$ cat config.mk
export PLATFORM = sky130hd
export DESIGN_NAME = hazard_stall_ctrl
export DESIGN_NICKNAME = d
export VERILOG_FILES = /design/src/rtl/hazard_stall_ctrl.sv
export SDC_FILE = /design/constraint.sdc
export NUM_CORES = 1
export LEC_CHECK = 0
export CORE_UTILIZATION = 45
export CTS_CLUSTER_DIAMETER = 80
export DETAILED_ROUTE_END_ITERATION = 8
export HOLD_SLACK_MARGIN = 0.03
export PLACE_DENSITY_LB_ADDON = 0.05
export SKIP_CTS_REPAIR_TIMING = 1
export SYNTH_ARGS = -nofsm -noshare
export SYNTH_HDL_FRONTEND = slang
export SYNTH_SLANG_ARGS = --single-unit
$ cat constraint.sdc
create_clock -name clk -period 6.1 [get_ports clk]
set_input_delay 1.83 -clock clk [delete_from_list [all_inputs] [get_ports clk]]
set_output_delay 1.83 -clock clk [all_outputs]
set_load 0.03 [all_outputs]
$ cat src/rtl/hazard_stall_ctrl.sv
// hazard_stall_ctrl: central stall/flush controller for the 5-stage pipeline.
// Handles multi-cycle data-memory waits (req/ack), load-use bubbles and
// taken-branch flushes, and latches a sticky error on a memory timeout.
// Optional build macro HAZARD_PERF_CNT_EN adds two saturating 32-bit
// performance counters (memory-stall cycles and load-use bubbles).
//
// Outputs are combinational from the registered state and the current inputs,
// so every stall/flush takes effect in the cycle the hazard is seen. While
// rst is high all outputs are forced low.
module hazard_stall_ctrl #(
   parameter int REG_ADDR_W    = 5,
   parameter int BUBBLE_CYCLES = 1,   // 1..7
   parameter int MEM_TIMEOUT   = 15   // 1..255
) (
   input  logic                  clk,
   input  logic                  rst,
   input  logic [REG_ADDR_W-1:0] id_rs,
   input  logic [REG_ADDR_W-1:0] id_rt,
   input  logic                  id_uses_rt,
   input  logic                  ex_mem_read,
   input  logic [REG_ADDR_W-1:0] ex_rd,
   input  logic                  mem_req,
   input  logic                  mem_ack,
   input  logic                  branch_taken,
   output logic                  stall_if_id,
   output logic                  stall_id_ex,
   output logic                  stall_ex_mem,
   output logic                  stall_mem_wb,
   output logic                  flush_if_id,
   output logic                  flush_id_ex,
   output logic                  pc_hold,
   output logic                  mem_timeout_err,
   output logic [1:0]            ctrl_state
`ifdef HAZARD_PERF_CNT_EN
   ,
   output logic [31:0]           perf_mem_stall,
   output logic [31:0]           perf_lu_bubble
`endif
);

   typedef enum logic [1:0] {
      ST_RUN      = 2'b00,
      ST_LOAD_USE = 2'b01,
      ST_MEM_WAIT = 2'b10,
      ST_ERR      = 2'b11
   } state_t;

   state_t     state_q, state_d;
   logic [2:0] bubble_q, bubble_d;
   logic [7:0] wait_q, wait_d;

   logic lu_hit;
   logic memstall;
   logic run_hazards;
   logic s_all, s_bubble, s_flush, s_err;

   // Load-use hit: the load in EX writes a register the ID instruction reads.
   assign lu_hit = ex_mem_read && (ex_rd != '0) &&
                   ((ex_rd == id_rs) || (id_uses_rt && (ex_rd == id_rt)));

   // A memory access that is not completing this cycle stalls the whole pipe.
   assign memstall = (state_q == ST_MEM_WAIT) ? ~mem_ack :
                     ((state_q != ST_ERR) && mem_req && ~mem_ack);

   // Next-state and raw output decode; s_* select an output pattern.
   always_comb begin
      state_d     = state_q;
      bubble_d    = bubble_q;
      wait_d      = wait_q;
      run_hazards = 1'b0;
      s_all       = 1'b0;
      s_bubble    = 1'b0;
      s_flush     = 1'b0;
      s_err       = 1'b0;
      case (state_q)
         ST_RUN: begin
            if (memstall) begin
               s_all   = 1'b1;
               state_d = ST_MEM_WAIT;
               wait_d  = 8'd1;
            end else begin
               run_hazards = 1'b1;
            end
         end
         ST_LOAD_USE: begin
            if (memstall) begin
               // Memory wait wins; the remaining bubbles are dropped.
               s_all    = 1'b1;
               state_d  = ST_MEM_WAIT;
               wait_d   = 8'd1;
               bubble_d = 3'd0;
            end else begin
               s_bubble = 1'b1;
               if (bubble_q <= 3'd1) begin
                  state_d  = ST_RUN;
                  bubble_d = 3'd0;
               end else begin
                  bubble_d = bubble_q - 3'd1;
               end
            end
         end
         ST_MEM_WAIT: begin
            if (!mem_ack) begin
               s_all = 1'b1;
               if (wait_q == 8'(MEM_TIMEOUT)) begin
                  state_d = ST_ERR;
               end else begin
                  wait_d = wait_q + 8'd1;
               end
            end else begin
               // Pipe moves again this cycle; a branch or load-use that was
               // held behind the access is acted on now.
               state_d     = ST_RUN;
               wait_d      = 8'd0;
               run_hazards = 1'b1;
            end
         end
         default: begin
            s_all = 1'b1;
            s_err = 1'b1;
         end
      endcase

      if (run_hazards) begin
         if (branch_taken) begin
            s_flush = 1'b1;
         end else if (lu_hit) begin
            s_bubble = 1'b1;
            if (BUBBLE_CYCLES > 1) begin
               state_d  = ST_LOAD_USE;
               bubble_d = 3'(BUBBLE_CYCLES - 1);
            end
         end
      end
   end

   // Output drive, all forced low during reset.
   assign stall_if_id     = ~rst & (s_all | s_bubble);
   assign stall_id_ex     = ~rst & s_all;
   assign stall_ex_mem    = ~rst & s_all;
   assign stall_mem_wb    = ~rst & s_all;
   assign flush_if_id     = ~rst & s_flush;
   assign flush_id_ex     = ~rst & (s_flush | s_bubble);
   assign pc_hold         = ~rst & (s_all | s_bubble);
   assign mem_timeout_err = ~rst & s_err;
   assign ctrl_state      = rst ? 2'b00 : state_q;

   // State and counter registers with synchronous reset.
   always_ff @(posedge clk) begin
      if (rst) begin
         state_q  <= ST_RUN;
         bubble_q <= 3'd0;
         wait_q   <= 8'd0;
      end else begin
         state_q  <= state_d;
         bubble_q <= bubble_d;
         wait_q   <= wait_d;
      end
   end

`ifdef HAZARD_PERF_CNT_EN
   logic [31:0] perf_mem_q, perf_lu_q;

   // Saturating counters of memory-stall cycles and load-use bubbles.
   always_ff @(posedge clk) begin
      if (rst) begin
         perf_mem_q <= 32'd0;
         perf_lu_q  <= 32'd0;
      end else begin
         if (stall_mem_wb && (perf_mem_q != 32'hFFFF_FFFF)) begin
            perf_mem_q <= perf_mem_q + 32'd1;
         end
         if (flush_id_ex && !branch_taken && (perf_lu_q != 32'hFFFF_FFFF)) begin
            perf_lu_q <= perf_lu_q + 32'd1;
         end
      end
   end

   assign perf_mem_stall = perf_mem_q;
   assign perf_lu_bubble = perf_lu_q;
`endif

endmodule

# Word level (Yosys, flattened, before mapping)
# Index checks and enable logic that the tools add are counted.
# totals
regBits	13
input_bits	22
out_inout_bits	10
word_cells	67
# op_classes
addsub	2
order_cmp	1
n_eq_ne	11
mux	27
bitwise	9
reduce_logical	14
# op_table
cell	count
2-to-1 mux 8 bit	3
case mux 8 bit (2 select lines)	1
2-to-1 mux 1 bit	12
2-to-1 mux 2 bit	6
equality test 5 bit	2
adder 8 x 1 -> 8 bit, second input constant	1
equality test 8 x 4 -> 1 bit, second input constant	1
2-to-1 mux 3 bit	2
!= test 3 bit, second input constant	2
case mux 2 bit (3 select lines)	1
bitwise AND 1 bit	5
logical AND 1 bit	5
nonzero test 5 bit	1
!= test 2 bit, second input constant	2
case mux 1 bit (2 select lines)	2
AND reduction 4 bit	1
less-or-equal comparator 3 x 1 -> 1 bit, second input constant	1
!= test 3 x 2 -> 1 bit, second input constant	1
AND reduction 3 bit	1
nonzero test 3 bit	1
OR reduction 3 bit	1
subtractor 3 x 1 -> 3 bit, second input constant	1
equality test 2 x 1 -> 1 bit, second input constant	1
equality test 2 bit, second input constant	1
other kinds (7)	9

# Longest topological paths before layout
# Gate-level depths: netlist of the first run.
# depth
depth_word	11
ltp_mapped	8
mapped_depth_nobuf	7

# Worst setup path before layout of the first run
# Ideal clock, no wire load.
# synth_timing
path_kind	input -> output
startpoint	input ex_rd[1]
endpoint	output stall_if_id
t_arrival_ps	3163
t_required_ps	4270
slack_ps	1107
cell_stages	4
cell_sequence	or4_1 o2111ai_1 o211ai_1 buf_4
# synth_via
elab_chain_len	9
# synth_lines
item	line	rtl
start: declaration	21	input logic [REG_ADDR_W-1:0] ex_rd,
equality test 5 bit	59	((ex_rd == id_rs) || (id_uses_rt && (ex_rd == id_rt)));
logical AND 1 bit	59	
logical OR 1 bit	59	
logical AND 1 bit (*)	58	assign lu_hit = ex_mem_read && (ex_rd != '0) &&
2-to-1 mux 1 bit (*)	127	end else if (lu_hit) begin
2-to-1 mux 1 bit (*)	125	if (branch_taken) begin
2-to-1 mux 1 bit (*)	124	if (run_hazards) begin
OR 1 bit (*)	--	
bitwise AND 1 bit (*)	--	
end: declaration	25	output logic stall_if_id,
# Mark *: on every way between the ends. The rest lies on a longest branch, timed or not.

# Final worst setup path of the first run
# layout_timing
startpoint	input ex_rd[1]
endpoint	output stall_if_id
# layout_via
elab_chain_len	9
# layout_lines
item	line	rtl
equality test 5 bit	59	
logical AND 1 bit	59	
logical OR 1 bit	59	
logical AND 1 bit (*)	58	
2-to-1 mux 1 bit (*)	127	
2-to-1 mux 1 bit (*)	125	
2-to-1 mux 1 bit (*)	124	
OR 1 bit (*)	138	assign stall_if_id = ~rst & (s_all | s_bubble);
bitwise AND 1 bit (*)	138	
# Marked as above.

==> impl_metrics.json, run 1 <==
{
  "cts_made_buffers": 3,
  "track_usage_pct": 19.1,
  "drt-initial-drc-count": 13,
  "syn-cell-area_um2": 991,
  "syn-num-nets": 155,
  "setup_viol": 0,
  "outcome": "finished clean",
  "yosysWarnings": 0,
  "area_growth_pct": 35.5,
  "cp-end-kind": "output pin",
  "maxCapViolations": 0,
  "synth_ff_type": "dfxtp_1",
  "ctsHtreeMaxLevel": 1,
  "fin_setup_tns_ns": 0,
  "first_global_vias": 855,
  "grt_antenna_before_repair": 0,
  "die_w_um": 48.9,
  "ir_drop_uv": 125,
  "grt_start_max_net_pins": 10,
  "ys_types": 36,
  "clk_latency_ns": 0.27,
  "wl_per_cell_um": 11.5,
  "switching_share_pct": 35.6,
  "first_pass_iters": 6,
  "min_path_cells": 2,
  "synth_edf_count": 0,
  "synth_top_area_share_pct": 26.3,
  "ys_ff_latch": 13,
  "reg2reg_to": "wait_q[6]",
  "place_inst": 181,
  "io_pins": 32,
  "grt_overflow_total": 0,
  "start_util_pct": 49.0,
  "p_int_w": 0.000167,
  "min_from": "wait_q[1]",
  "design.die.area_mm2": 0.00239,
  "finalNonFillerCells": 185,
  "yosysMostFrequentCell": "nor2_1",
  "worstPathRequired_ns": 4.27,
  "max_slew.worst_pin.slew_ns": 0.426,
  "synth.area.top_cells": "dfxtp_1 (26%), ha_1 (8.8%), xnor2_1 (8.8%), nor2_1 (8.0%), xor2_1 (5.3%)",
  "power_density_mw_per_mm2": 193,
  "fmaxAchievable_mhz": 176,
  "stdcell_area_mm2": 0.00134,
  "arrival_ns": 3.85,
  "post-route-min-period_ns": 5.68,
  "hold_path_end": "wait_q[1]",
  "wl_um": 2130,
  "n_antenna_cell": 0,
  "grt_pass1_wl_um": 3620,
  "cts_tree": "yes",
  "synthArstFlopShare_pct": 0,
  "avgViaCountPerCell": 5.13,
  "finalCoreUtilization_pct": 66.4,
  "critical_path_class": "input pin to output pin",
  "yosys-top-cells-count": "nor2_1 (21), dfxtp_1 (13), xnor2_1 (10)",
  "cp-start-kind": "input pin",
  "finalCritPeriodShare_pct": 93.2,
  "rrSetupSlack_ns": 4.21,
  "slew-limit-headroom_pct": 71.6,
  "antenna_left": 0,
  "drv_slew": 0,
  "cts_sinks": 13,
  "power_frac_seq_pct": 35.9,
  "crit_path_max_fanout": 3,
  "place_congestion": 0.814,
  "yosysSeqAreaShare_pct": 26.3,
  "dr_total_vias": 949,
  "power_frac_comb_pct": 43.8,
  "hpwl_um": 1770,
  "rr_worst_depth": 7,
  "fin_nets": 188,
  "die_height_um": 48.9,
  "postPlaceCellArea_mm2": 0.00132,
  "report.final.hold_viol_count": 0,
  "power.switching_w": 0.0000920,
  "reg2reg_from": "state_q[1]",
  "cts_max_path_buffers": 2,
  "pwr-share-clk_pct": 20.3,
  "layout-drive-gt1-share_pct": 5.70,
  "leakagePower_nw": 0.530,
  "row_count": 16,
  "netlist_instances": 126,
  "synth_area_per_cell_um2": 7.86,
  "numPortBuffers": 31,
  "finalClockSkew_ns": 0.00527,
  "rsz0062_at_grt": "no",
  "drc": 0,
  "synth_top_area_cell": "dfxtp_1",
  "hold_class": "flop to flop",
  "clock-root-buffer": "clkbuf_4",
  "core_region_area_mm2": 0.00202,
  "path_clk_slew_ns": 0.07
}
kinds of logic after synthesis:
group                    count (synthesis)  synth area share (%)
adder cells (fa/ha/maj)                  7                  8.84
AO/OA/AOI/OAI                           23                  15.3
buffers and inverters                   10                  4.92
flip-flops                              13                  26.3
AND/OR/NAND/NOR                         56                  29.4
multiplexers                             1                  1.14
XOR/XNOR                                16                  14.1
area by class of cell:
type | instances | area [µm²]
multi-input cells | 103 | 682
fillers | 182 | 679
repair buffers | 32 | 318
flip-flops and latches | 13 | 260
well taps | 27 | 33.8
clock buffers | 4 | 26.3
inverters | 6 | 22.5
critical path: stages:
cell	delay, ns
clkdlybuf4s50_1	0.46
or4_1	0.54
o2111ai_1	0.23
o211ai_1	0.16
clkdlybuf4s50_1	0.63
flip-flops by register name (all words and copies together), names as in the netlist:
signal	count
state_q	2
bubble_q	3
wait_q	8
worst max path at each step:
stage / slack [ns] / end / start / depth (start not counted)
after floorplan: 1.11 / stall_if_id / ex_rd[1] / 4
after global placement: 0.44 / stall_if_id / ex_rd[1] / 5
after detailed placement: 0.41 / stall_if_id / ex_rd[1] / 5
after CTS: 0.40 / stall_if_id / ex_rd[1] / 5
after global routing: 0.24 / stall_if_id / mem_ack / 6
final: 0.42 / stall_if_id / ex_rd[1] / 5
per-layer routing:
layer | vias to the layer above | track usage (%) | share of wire [%]
li1 | 496 | - | -
met1 | 426 | 25.8 | 51
met2 | 23 | 30.8 | 43
met3 | 4 | 2.49 | 4.2
met4 | 0 | 7.35 | 1.1
met5 | - | 0 | 0
cell usage in the layout, fill, tap and decap left out, types with 2 or more instances in the layout:
cell type	instances
nor3_1	2
and2_1	2
xnor2_1	10
clkdlybuf4s50_1	31
nor2b_1	3
nor2_1	21
o21ai_0	3
nand2b_1	2
nand3_1	6
xor2_1	6
ha_1	7
a21oi_2	2
dfxtp_1	13
o21a_1	2
o21bai_1	2
inv_1	6
a21oi_1	6
nand4_1	3
clkbuf_4	3
and3_1	4
nand2_1	7
power by group through the flow:
| stage | clock, W | sequential, W | combinational, W |
|---|---|---|---|
| 6_report | 0.0000525 | 0.0000928 | 0.000113 |
| 5_1_grt | 0.0000577 | 0.0000933 | 0.000126 |
| 4_1_cts | 0.0000554 | 0.0000927 | 0.000114 |
| 3_5_place_dp | 0 | 0.0000947 | 0.000113 |
| 3_3_place_gp | 0 | 0.0000944 | 0.000113 |
| 2_1_floorplan | 0 | 0.0000937 | 0.0000767 |
stage by stage:
step | hold WS, ns | total power (W) | setup WS (ns)
6_report | 0.481 | 0.000259 | 0.417
5_1_grt | 0.515 | 0.000277 | 0.244
4_1_cts | 0.485 | 0.000262 | 0.404
3_5_place_dp | 0.473 | 0.000208 | 0.407
3_3_place_gp | 0.462 | 0.000207 | 0.441
2_1_floorplan | 0.444 | 0.000170 | 1.11
Power figures use the tool's default switching activity.
==> run 2, diff against run 1 <==
--- a/config.mk
+++ b/config.mk
@@ -5,7 +5,8 @@
 export SDC_FILE = /design/constraint.sdc
 export NUM_CORES = 1
 export LEC_CHECK = 0
-export CORE_UTILIZATION = 45
+export CORE_MARGIN = 2
+export CORE_UTILIZATION = 35
 export CTS_CLUSTER_DIAMETER = 80
 export DETAILED_ROUTE_END_ITERATION = 8
 export HOLD_SLACK_MARGIN = 0.03
==> impl_metrics.json, run 2 (synthesized netlist as in run 1, its figures left out) <==
{
  "leakagePower_nw": 0.537,
  "power.switching_w": 0.0000951,
  "hpwl_um": 2000,
  "core_region_area_mm2": 0.00273,
  "report.final.hold_viol_count": 0,
  "cts_sinks": 13,
  "cp.depth": 5,
  "first_pass_iters": 4,
  "finalCoreUtilization_pct": 49.6,
  "die_w_um": 57.2,
  "final_cell_mix": "clkdlybuf4s50_1 (31), nor2_1 (21), dfxtp_1 (13)",
  "start_util_pct": 36.2,
  "top_regs": "wait_q: 8 flops, bubble_q: 3 flops, state_q: 2 flops",
  "place_inst": 186,
  "cp.buffers_inverters": 2,
  "arrival_ns": 3.87,
  "crit_path_cell_trace": "clkdlybuf4s50_1 -> or4_1 -> o2111ai_1 -> o211ai_1 -> clkdlybuf4s50_1",
  "rr_worst_depth": 7,
  "slew-limit-headroom_pct": 69.2,
  "wl_um": 2380,
  "cp_top_family": "buffers and inverters",
  "clk_latency_ns": 0.27,
  "pwr-share-clk_pct": 20.1,
  "cpPeakStageDelay_ns": 0.62,
  "ir_drop_uv": 127,
  "busiest_layer": "met2",
  "setup_viol": 0,
  "first_global_vias": 1005,
  "row_count": 19,
  "met1_usage_pct": 18.0,
  "rrSetupSlack_ns": 4.20,
  "post-route-min-period_ns": 5.70,
  "cts_tree": "yes",
  "layout-drive-gt1-share_pct": 6.92,
  "track_usage_pct": 16.1,
  "finalNonFillerCells": 190,
  "grt_antenna_before_repair": 0,
  "area_growth_pct": 36.9,
  "die_height_um": 57.2,
  "grt_pass1_wl_um": 4230,
  "max_slew.worst_pin.slew_ns": 0.462,
  "io_pins": 32,
  "crit_path_max_fanout": 3,
  "cp-start-kind": "input pin",
  "hold_class": "flop to flop",
  "power_frac_seq_pct": 35.5,
  "path_common_cell": "clkdlybuf4s50_1",
  "fin_nets": 189,
  "dr_total_vias": 971,
  "fmaxAchievable_mhz": 175,
  "switching_share_pct": 36.4,
  "drc": 0,
  "outcome": "finished clean",
  "critPathSlowestCell": "clkdlybuf4s50_1",
  "fin_setup_tns_ns": 0,
  "min_path_cells": 2,
  "numPortBuffers": 31,
  "gr-usage-met2_pct": 29.7,
  "wl_per_cell_um": 12.5,
  "layout_commonest_cell": "clkdlybuf4s50_1",
  "drt-initial-drc-count": 28,
  "finalCritPeriodShare_pct": 93.4,
  "n_antenna_cell": 0,
  "power_density_mw_per_mm2": 193,
  "grt_start_max_net_pins": 15,
  "finalClockSkew_ns": 0.00905,
  "ctsHtreeMaxLevel": 1,
  "rsz0062_at_grt": "no",
  "worstPathRequired_ns": 4.27,
  "antenna_left": 0,
  "design.die.area_mm2": 0.00327,
  "largest_reg_flops": 8,
  "drv_slew": 0,
  "met3_usage_pct": 2.72,
  "path_clk_slew_ns": 0.08,
  "clock-root-buffer": "clkbuf_4",
  "p_int_w": 0.000166,
  "place_congestion": 0.765,
  "largest-register": "wait_q",
  "hold_slack_ns": 0.475,
  "maxCapViolations": 0,
  "cts_made_buffers": 3,
  "avgViaCountPerCell": 5.11,
  "fillers": 279,
  "critical_path_class": "input pin to output pin",
  "cts_max_path_buffers": 2,
  "power_frac_comb_pct": 44.4,
  "grt_overflow_total": 0,
  "cp-end-kind": "output pin"
}
==> run 2: cell types whose count changed in the layout (fill, tap and decap cells not counted) <==
cell / before / now
buf_4: 1 / 2
clkbuf_1: 1 / 0
clkinv_2: 0 / 1
==> run 2: worst paths after layout <==
path / from / endpoint
max: ex_rd[1] / pc_hold
min reg2reg: wait_q[1] / wait_q[1]
max reg2reg: state_q[1] / wait_q[2]
min: wait_q[1] / wait_q[1]
==> run 2: cell type report <==
cell class / count / area (µm²) / area share [%]
Clock buffer: 3 / 22.5 / 1.66
Clock inverter: 1 / 5.00 / 0.369
Timing Repair Buffer: 33 / 325 / 24.0
Sequential cell: 13 / 260 / 19.2
Tap cell: 31 / 38.8 / 2.86
Inverter: 6 / 22.5 / 1.66
Multi-Input combinational cell: 103 / 682 / 50.3
==> run 2: power groups by stage <==
stage	Sequential [W]	Clock [W]	Combinational [W]
after global routing	0.0000934	0.0000602	0.000127
after floorplan	0.0000937	0	0.0000767
after global placement	0.0000944	0	0.000116
final	0.0000927	0.0000526	0.000116
after CTS	0.0000927	0.0000575	0.000117
after detailed placement	0.0000947	0	0.000117
==> run 2: per-layer routing <==
| layer | part of all wire, % | routed length (µm) | vias to the layer above |
|---|---|---|---|
| met2 | 52 | 1230 | 19 |
| met3 | 5.4 | 129 | 2 |
| met4 | 0.72 | 17 | 0 |
| met1 | 42 | 995 | 450 |
| li1 | - | - | 500 |
| met5 | 0 | 0 | - |
==> run 2: worst min-delay path, cell delays in order (launching register included) <==
cell and delay (ns):
dfxtp_1 0.33, nand2_1 0.06, a21oi_1 0.05
==> run 2: through the flow <==
step,setup slack (ns),cell area (µm²),total power [W]
2_1_floorplan,1.11,991,0.000170
4_1_cts,0.388,1360,0.000268
3_5_place_dp,0.391,1330,0.000211
6_report,0.402,1360,0.000261
5_1_grt,0.292,1360,0.000281
3_3_place_gp,0.444,1330,0.000210
